## src/rtl/pic_pkg.sv

```systemverilog
// rtl/pic_pkg.sv - shared state type and priority helpers for the PIC interrupt core
package pic_pkg;

  typedef enum logic [1:0] {
    IDLE = 2'd0,
    ACK1 = 2'd1,
    GAP  = 2'd2,
    ACK2 = 2'd3
  } pic_state_e;

  // Id latched on an acknowledge that finds no unmasked request.
  function automatic logic [31:0] spurious_id(input logic [31:0] n);
    return n - 32'd1;
  endfunction

  // Returns {valid, id}; priority starts just after `lowest` and wraps at n.
  function automatic logic [5:0] rot_find_first(input logic [31:0] req,
                                                input logic [31:0] n,
                                                input logic [31:0] lowest);
    logic [5:0]  r;
    logic [31:0] s;
    r = '0;
    for (int i = 31; i >= 0; i--) begin
      if (32'(i) < n) begin
        s = lowest + 32'd1 + 32'(i);
        if (s >= n) s = s - n;
        if (req[s[4:0]]) r = {1'b1, s[4:0]};
      end
    end
    return r;
  endfunction

  // Position in the current priority order; 0 is the highest priority.
  function automatic logic [31:0] prio_rank(input logic [31:0] id,
                                            input logic [31:0] lowest,
                                            input logic [31:0] n);
    return (id > lowest) ? (id - lowest - 32'd1) : (id + n - lowest - 32'd1);
  endfunction

endpackage

```

## src/rtl/pic_prio_resolver.sv

```systemverilog
// rtl/pic_prio_resolver.sv - combinational rotating-priority find-first
module pic_prio_resolver
  import pic_pkg::*;
#(
  parameter int N_IRQ = 8,
  parameter int ID_W  = 3
) (
  input  logic [N_IRQ-1:0] req_i,
  input  logic [ID_W-1:0]  lowest_prio_i,
  output logic             valid_o,
  output logic [ID_W-1:0]  id_o
);

  logic [31:0] req_ext;
  logic [5:0]  res;

  always_comb begin
    req_ext              = '0;
    req_ext[N_IRQ-1:0]   = req_i;
    res                  = rot_find_first(req_ext, 32'(N_IRQ), 32'(lowest_prio_i));
    valid_o              = res[5];
    id_o                 = ID_W'(res[4:0]);
  end

endmodule

```

## src/rtl/pic_irq_core.sv

```systemverilog
// rtl/pic_irq_core.sv - IRR/ISR/IMR priority core with INTA handshake, EOI and status reads
module pic_irq_core
  import pic_pkg::*;
#(
  parameter int N_IRQ = 8,
  parameter int T_W   = 5,
  parameter int ID_W  = $clog2(N_IRQ),
  localparam int VEC_W = T_W + ID_W,
  localparam int DW    = (VEC_W > N_IRQ) ? VEC_W : N_IRQ
) (
  input  logic             clk,
  input  logic             rst_n,
  input  logic [N_IRQ-1:0] ir,
  input  logic             ltim,
  input  logic             aeoi,
  input  logic             rotate,
  input  logic [T_W-1:0]   t_base,
  input  logic [N_IRQ-1:0] imr,
  input  logic             inta_n,
  input  logic             eoi_valid,
  input  logic             eoi_specific,
  input  logic [ID_W-1:0]  eoi_level,
  input  logic             rd_irr,
  input  logic             rd_isr,
  output logic             int_o,
  output logic [DW-1:0]    data_o,
  output logic             data_oe,
  output logic [N_IRQ-1:0] irr,
  output logic [N_IRQ-1:0] isr
);

  logic [N_IRQ-1:0] irr_q, irr_d, isr_q, isr_d, ir_prev_q, cand;
  logic [ID_W-1:0]  lowest_q, lowest_d, id_q, id_d, win, isr_top;
  logic             win_valid, isr_valid, inta_fall;
  logic             spurious_q, spurious_d, int_q, int_d, inta_prev_q, oe_q, oe_d;
  logic [DW-1:0]    data_q, data_d;
  pic_state_e       state_q, state_d;

  assign cand      = irr_q & ~imr;
  assign inta_fall = inta_prev_q & ~inta_n;

  pic_prio_resolver #(.N_IRQ(N_IRQ), .ID_W(ID_W)) u_cand_res (
    .req_i(cand), .lowest_prio_i(lowest_q), .valid_o(win_valid), .id_o(win)
  );

  pic_prio_resolver #(.N_IRQ(N_IRQ), .ID_W(ID_W)) u_isr_res (
    .req_i(isr_q), .lowest_prio_i(lowest_q), .valid_o(isr_valid), .id_o(isr_top)
  );

  always_comb begin
    irr_d      = ltim ? ir : ((irr_q & ir) | (ir & ~ir_prev_q));
    isr_d      = isr_q;
    lowest_d   = lowest_q;
    id_d       = id_q;
    spurious_d = spurious_q;
    state_d    = state_q;
    data_d     = '0;
    oe_d       = 1'b0;
    int_d      = win_valid &&
                 (!isr_valid ||
                  (prio_rank(32'(win), 32'(lowest_q), 32'(N_IRQ)) <
                   prio_rank(32'(isr_top), 32'(lowest_q), 32'(N_IRQ))));

    // EOI lands before any same-cycle acknowledge sets its ISR bit.
    if (eoi_valid) begin
      if (eoi_specific) begin
        if ((32'(eoi_level) < 32'(N_IRQ)) && isr_q[eoi_level]) begin
          isr_d[eoi_level] = 1'b0;
          if (rotate) lowest_d = eoi_level;
        end
      end else if (isr_valid) begin
        isr_d[isr_top] = 1'b0;
        if (rotate) lowest_d = isr_top;
      end
    end

    case (state_q)
      IDLE: begin
        if (inta_fall) begin
          state_d = ACK1;
          int_d   = 1'b0;
          if (win_valid) begin
            id_d         = win;
            spurious_d   = 1'b0;
            isr_d[win]   = 1'b1;
            irr_d[win]   = 1'b0;
          end else begin
            id_d       = ID_W'(spurious_id(32'(N_IRQ)));
            spurious_d = 1'b1;
          end
        end else if (rd_irr) begin
          data_d[N_IRQ-1:0] = irr_q;
          oe_d              = 1'b1;
        end else if (rd_isr) begin
          data_d[N_IRQ-1:0] = isr_q;
          oe_d              = 1'b1;
        end
      end
      ACK1: if (inta_n) state_d = GAP;
      GAP: begin
        if (inta_fall) begin
          state_d = ACK2;
          if (aeoi && !spurious_q) begin
            isr_d[id_q] = 1'b0;
            if (rotate) lowest_d = id_q;
          end
        end
      end
      ACK2: if (inta_n) state_d = IDLE;
      default: state_d = IDLE;
    endcase

    if (state_d == ACK2) begin
      data_d[VEC_W-1:0] = {t_base, id_q};
      oe_d              = 1'b1;
    end
  end

  always_ff @(posedge clk or negedge rst_n) begin
    if (!rst_n) begin
      irr_q       <= '0;
      isr_q       <= '0;
      ir_prev_q   <= '0;
      lowest_q    <= ID_W'(N_IRQ - 1);
      id_q        <= '0;
      spurious_q  <= 1'b0;
      int_q       <= 1'b0;
      inta_prev_q <= 1'b0;
      oe_q        <= 1'b0;
      data_q      <= '0;
      state_q     <= IDLE;
    end else begin
      irr_q       <= irr_d;
      isr_q       <= isr_d;
      ir_prev_q   <= ir;
      lowest_q    <= lowest_d;
      id_q        <= id_d;
      spurious_q  <= spurious_d;
      int_q       <= int_d;
      inta_prev_q <= inta_n;
      oe_q        <= oe_d;
      data_q      <= data_d;
      state_q     <= state_d;
    end
  end

  assign int_o   = int_q;
  assign data_o  = data_q;
  assign data_oe = oe_q;
  assign irr     = irr_q;
  assign isr     = isr_q;

endmodule

```

## config.mk

```make
export PLATFORM = sky130hd
export DESIGN_NAME = pic_irq_core
export DESIGN_NICKNAME = d
export VERILOG_FILES = /design/src/rtl/pic_pkg.sv /design/src/rtl/pic_prio_resolver.sv /design/src/rtl/pic_irq_core.sv
export SDC_FILE = /design/constraint.sdc
export NUM_CORES = 1
export LEC_CHECK = 0
export CORE_ASPECT_RATIO = 0.8
export CORE_MARGIN = 3
export CORE_UTILIZATION = 50
export CTS_CLUSTER_DIAMETER = 60
export DETAILED_ROUTE_END_ITERATION = 8
export PLACE_DENSITY = 0.86
export SLEW_MARGIN = 20
export SYNTH_ARGS = -nofsm -noshare
export SYNTH_HDL_FRONTEND = slang
export SYNTH_SLANG_ARGS = --single-unit
export TNS_END_PERCENT = 100
```

## constraint.sdc

```tcl
create_clock -name clk -period 5.85 [get_ports clk]
set_input_delay 1.755 -clock clk [delete_from_list [all_inputs] [get_ports clk]]
set_output_delay 1.755 -clock clk [all_outputs]
set_load 0.03 [all_outputs]
```

==> flow_metrics.py <==
metrics = {
    "floorplanning": {
        "core-area_um2": 9390,
        "die-area_um2": 11200,
        "initial_core_util_pct": 53.3,
        "fp-row-count": 31,
        "fp.dieH_um": 95.5,
        "ioPinCount": 60,
        "fp.dieW_um": 118,
    },
    "timing": {
        "finalSetupViolations": 0,
        "rsz0062_at_grt": "yes",
        "hold_viol": 0,
        "min_period_over_period_pct": 99.0,
        "clock_skew_ps": 3.56,
        "drv_slew": 0,
        "relSlewSlack_pct": 35.5,
        "worstMarginPinSlew_ps": 968,
        "finalCriticalPeriod_ps": 5790,
        "max_freq_ghz": 0.173,
    },
    "placement": {
        "io_buffers": 59,
        "place_congestion": 1.08,
        "dpl.cell_count": 787,
        "place_area_um2": 5970,
        "place_hpwl_mm": 12.4,
    },
    "logic_synthesis": {
        "synthDistinctLibCells": 88,
        "synth-seq-cells": 44,
        "synthArstFlopShare_pct": 100,
        "syn_inst": 572,
        "synth_area_leaders": "dfrtp_1 (21%), ha_1 (9.5%), mux4_2 (8.1%)",
        "synthFlopType": "dfrtp_1",
        "yosysTopAreaCell": "dfrtp_1",
        "synth_top_area_share_pct": 20.5,
        "ys_top_cells_by_count": "nand2_1 (71), nor2_1 (46), dfrtp_1 (41)",
        "netlist_area_um2": 5000,
        "synth_warnings": 0,
        "synth_fp_nets": 648,
        "synth-edff-count": 0,
        "yosysMostFrequentCell": "nand2_1",
        "syn_avg_cell_area_um2": 8.74,
        "yosysSeqAreaShare_pct": 22.1,
    },
    "clock_network": {
        "cts.sinks": 44,
        "hold_buffers": 0,
        "htreeDepth": 2,
        "path_clk_slew_ps": 60,
        "cts_root_buffer": "clkbuf_16",
        "clockBufferDepth": 2,
        "clk_latency_ps": 280,
        "numCtsBuffers": 5,
        "cts_tree": "yes",
    },
    "worst_hold_path": {
        "min_from": "ir_prev_q[7]$_DFF_PN0_",
        "holdCritPathClass": "reg2reg",
        "hold_path_depth": 3,
    },
    "setup_path": {
        "cp-start-kind": "primary input",
        "cp-end-kind": "flip-flop",
        "crit_start": "imr[4]",
        "rr_worst_depth": 29,
        "worstPathRequired_ps": 6070,
        "critPathMaxFanout": 5,
        "crit_type": "in2reg",
        "rrSetupSlack_ps": 120,
        "r2r_start": "lowest_q[0]$_DFF_PN1_",
        "cp.arrival_ps": 6020,
    },
    "routing": {
        "drc": 0,
        "drtAntennaViolNets": 0,
        "wirelength_mm": 17.1,
        "wire_per_inst_um": 21.0,
        "viasPerCell": 6.64,
        "first_pass_iters": 5,
        "dr.first_iter.drc_count": 719,
        "via_count": 5401,
    },
    "final_layout": {
        "final_cells": 814,
        "n_antenna_cell": 0,
        "fin_area_um2": 6650,
        "drive_above_1_share_pct": 29.5,
        "layout.nets": 757,
        "areaGrowthSynthToFinish_pct": 33.0,
    },
    "grt": {
        "grt_max_degree": 45,
        "gr-total-overflow": 0,
        "grt_pass1_vias": 5101,
        "grt_pass1_wl_mm": 26.3,
        "gr-usage-all-layers_pct": 29.1,
        "antenna_found_initial": 0,
    },
    "outcome": {
        "status": "complete, no violations",
    },
    "run": {
        "maxCapViolCount": 0,
    },
}
## layer usage
metal / routed length [um] / vias up / track usage (%)
met5: 0 / - / 0
met4: 446 / 0 / 7.41
met3: 2040 / 68 / 8.42
met2: 7690 / 378 / 45.1
met1: 6950 / 2601 / 40.2
li1: - / 2354 / -
## flip-flops by register name, indices dropped and copies added, names as in the netlist
register and cells:
data_o 8, ir_prev_q 8, irr 8, isr 8, id_q 3, lowest_q 3
state_q 2, data_oe 1, int_o 1, inta_prev_q 1, spurious_q 1
## worst paths after layout
check                                         end
max                               int_o$_DFF_PN0_
min                              irr[7]$_DFF_PN0_
max reg2reg                       int_o$_DFF_PN0_
min reg2reg                      irr[7]$_DFF_PN0_
max in group asynchronous     data_o[3]$_DFF_PN0_
min in group asynchronous  ir_prev_q[7]$_DFF_PN0_
## final cells by class
type                    instances  area (um^2)
inverters                      26          103
clock buffers                   5          125
multi-input cells             481         4020
repair buffers                123         1050
well taps                     132          165
fillers                       670         2730
clock inverters                 3         90.1
flip-flops and latches         44         1100
## worst max-delay path, stage by stage
cell      delay, ps
clkbuf_2        120
nor2b_1         100
mux4_2          540
mux2i_2         240
nor2_2          130
buf_4           180
a211oi_2        210
o32ai_2         140
a31oi_2         280
ha_2            260
fa_2            200
inv_2            40
fa_2            560
nor2_2           60
xor2_1          150
xnor2_1         140
ha_1            290
o21ai_1          80
nand2_1          70
a21oi_1         140
nor2b_1          60
o21ai_1         120
and3_1          160
## kinds of logic (layout without fill, tap and decap cells)
kind of cell             Yosys count  count (layout)  synth area share, %
multiplexers                      39              39                 12.6
adder cells (fa/ha/maj)           43              43                 11.3
flip-flops                        44              44                 22.1
buffers and inverters             47             157                 4.60
XOR/XNOR                          12              12                 2.85
AND/OR/NAND/NOR                  228             228                 23.3
AO/OA/AOI/OAI                    159             159                 23.3
## metrics by stage
stage                     setup slack, ps  util [%]  TNS [ps]  hold WS, ps
after detailed placement             -615      63.6      -615          477
after global routing                 -197      70.9      -197          507
after floorplan                      3.17         -         0          450
final                                56.7      70.9         0          486
after global placement               -403      63.6      -403          469
after CTS                            47.8      67.4         0          489
## repair_timing
action | in CTS | in global routing
setup endpoints to repair | 1 | 1
pin swaps | 10 | 23
buffers inserted | 8 | 11
gates resized for setup | 31 | 69
## layout by cell type (no fill, tap or decap), types with 11 or more instances in the layout
cell type,instances
dfrtp_1,41
buf_4,61
a21oi_1,22
nor2b_1,18
nand2_1,71
clkdlybuf4s50_1,50
nand2b_1,15
mux4_2,18
o21ai_0,20
mux2i_1,11
nor2_1,41
ha_1,30
inv_1,19
Power is not shown: default switching activity piles up to over one toggle a cycle in this logic, so the estimate is an artifact.
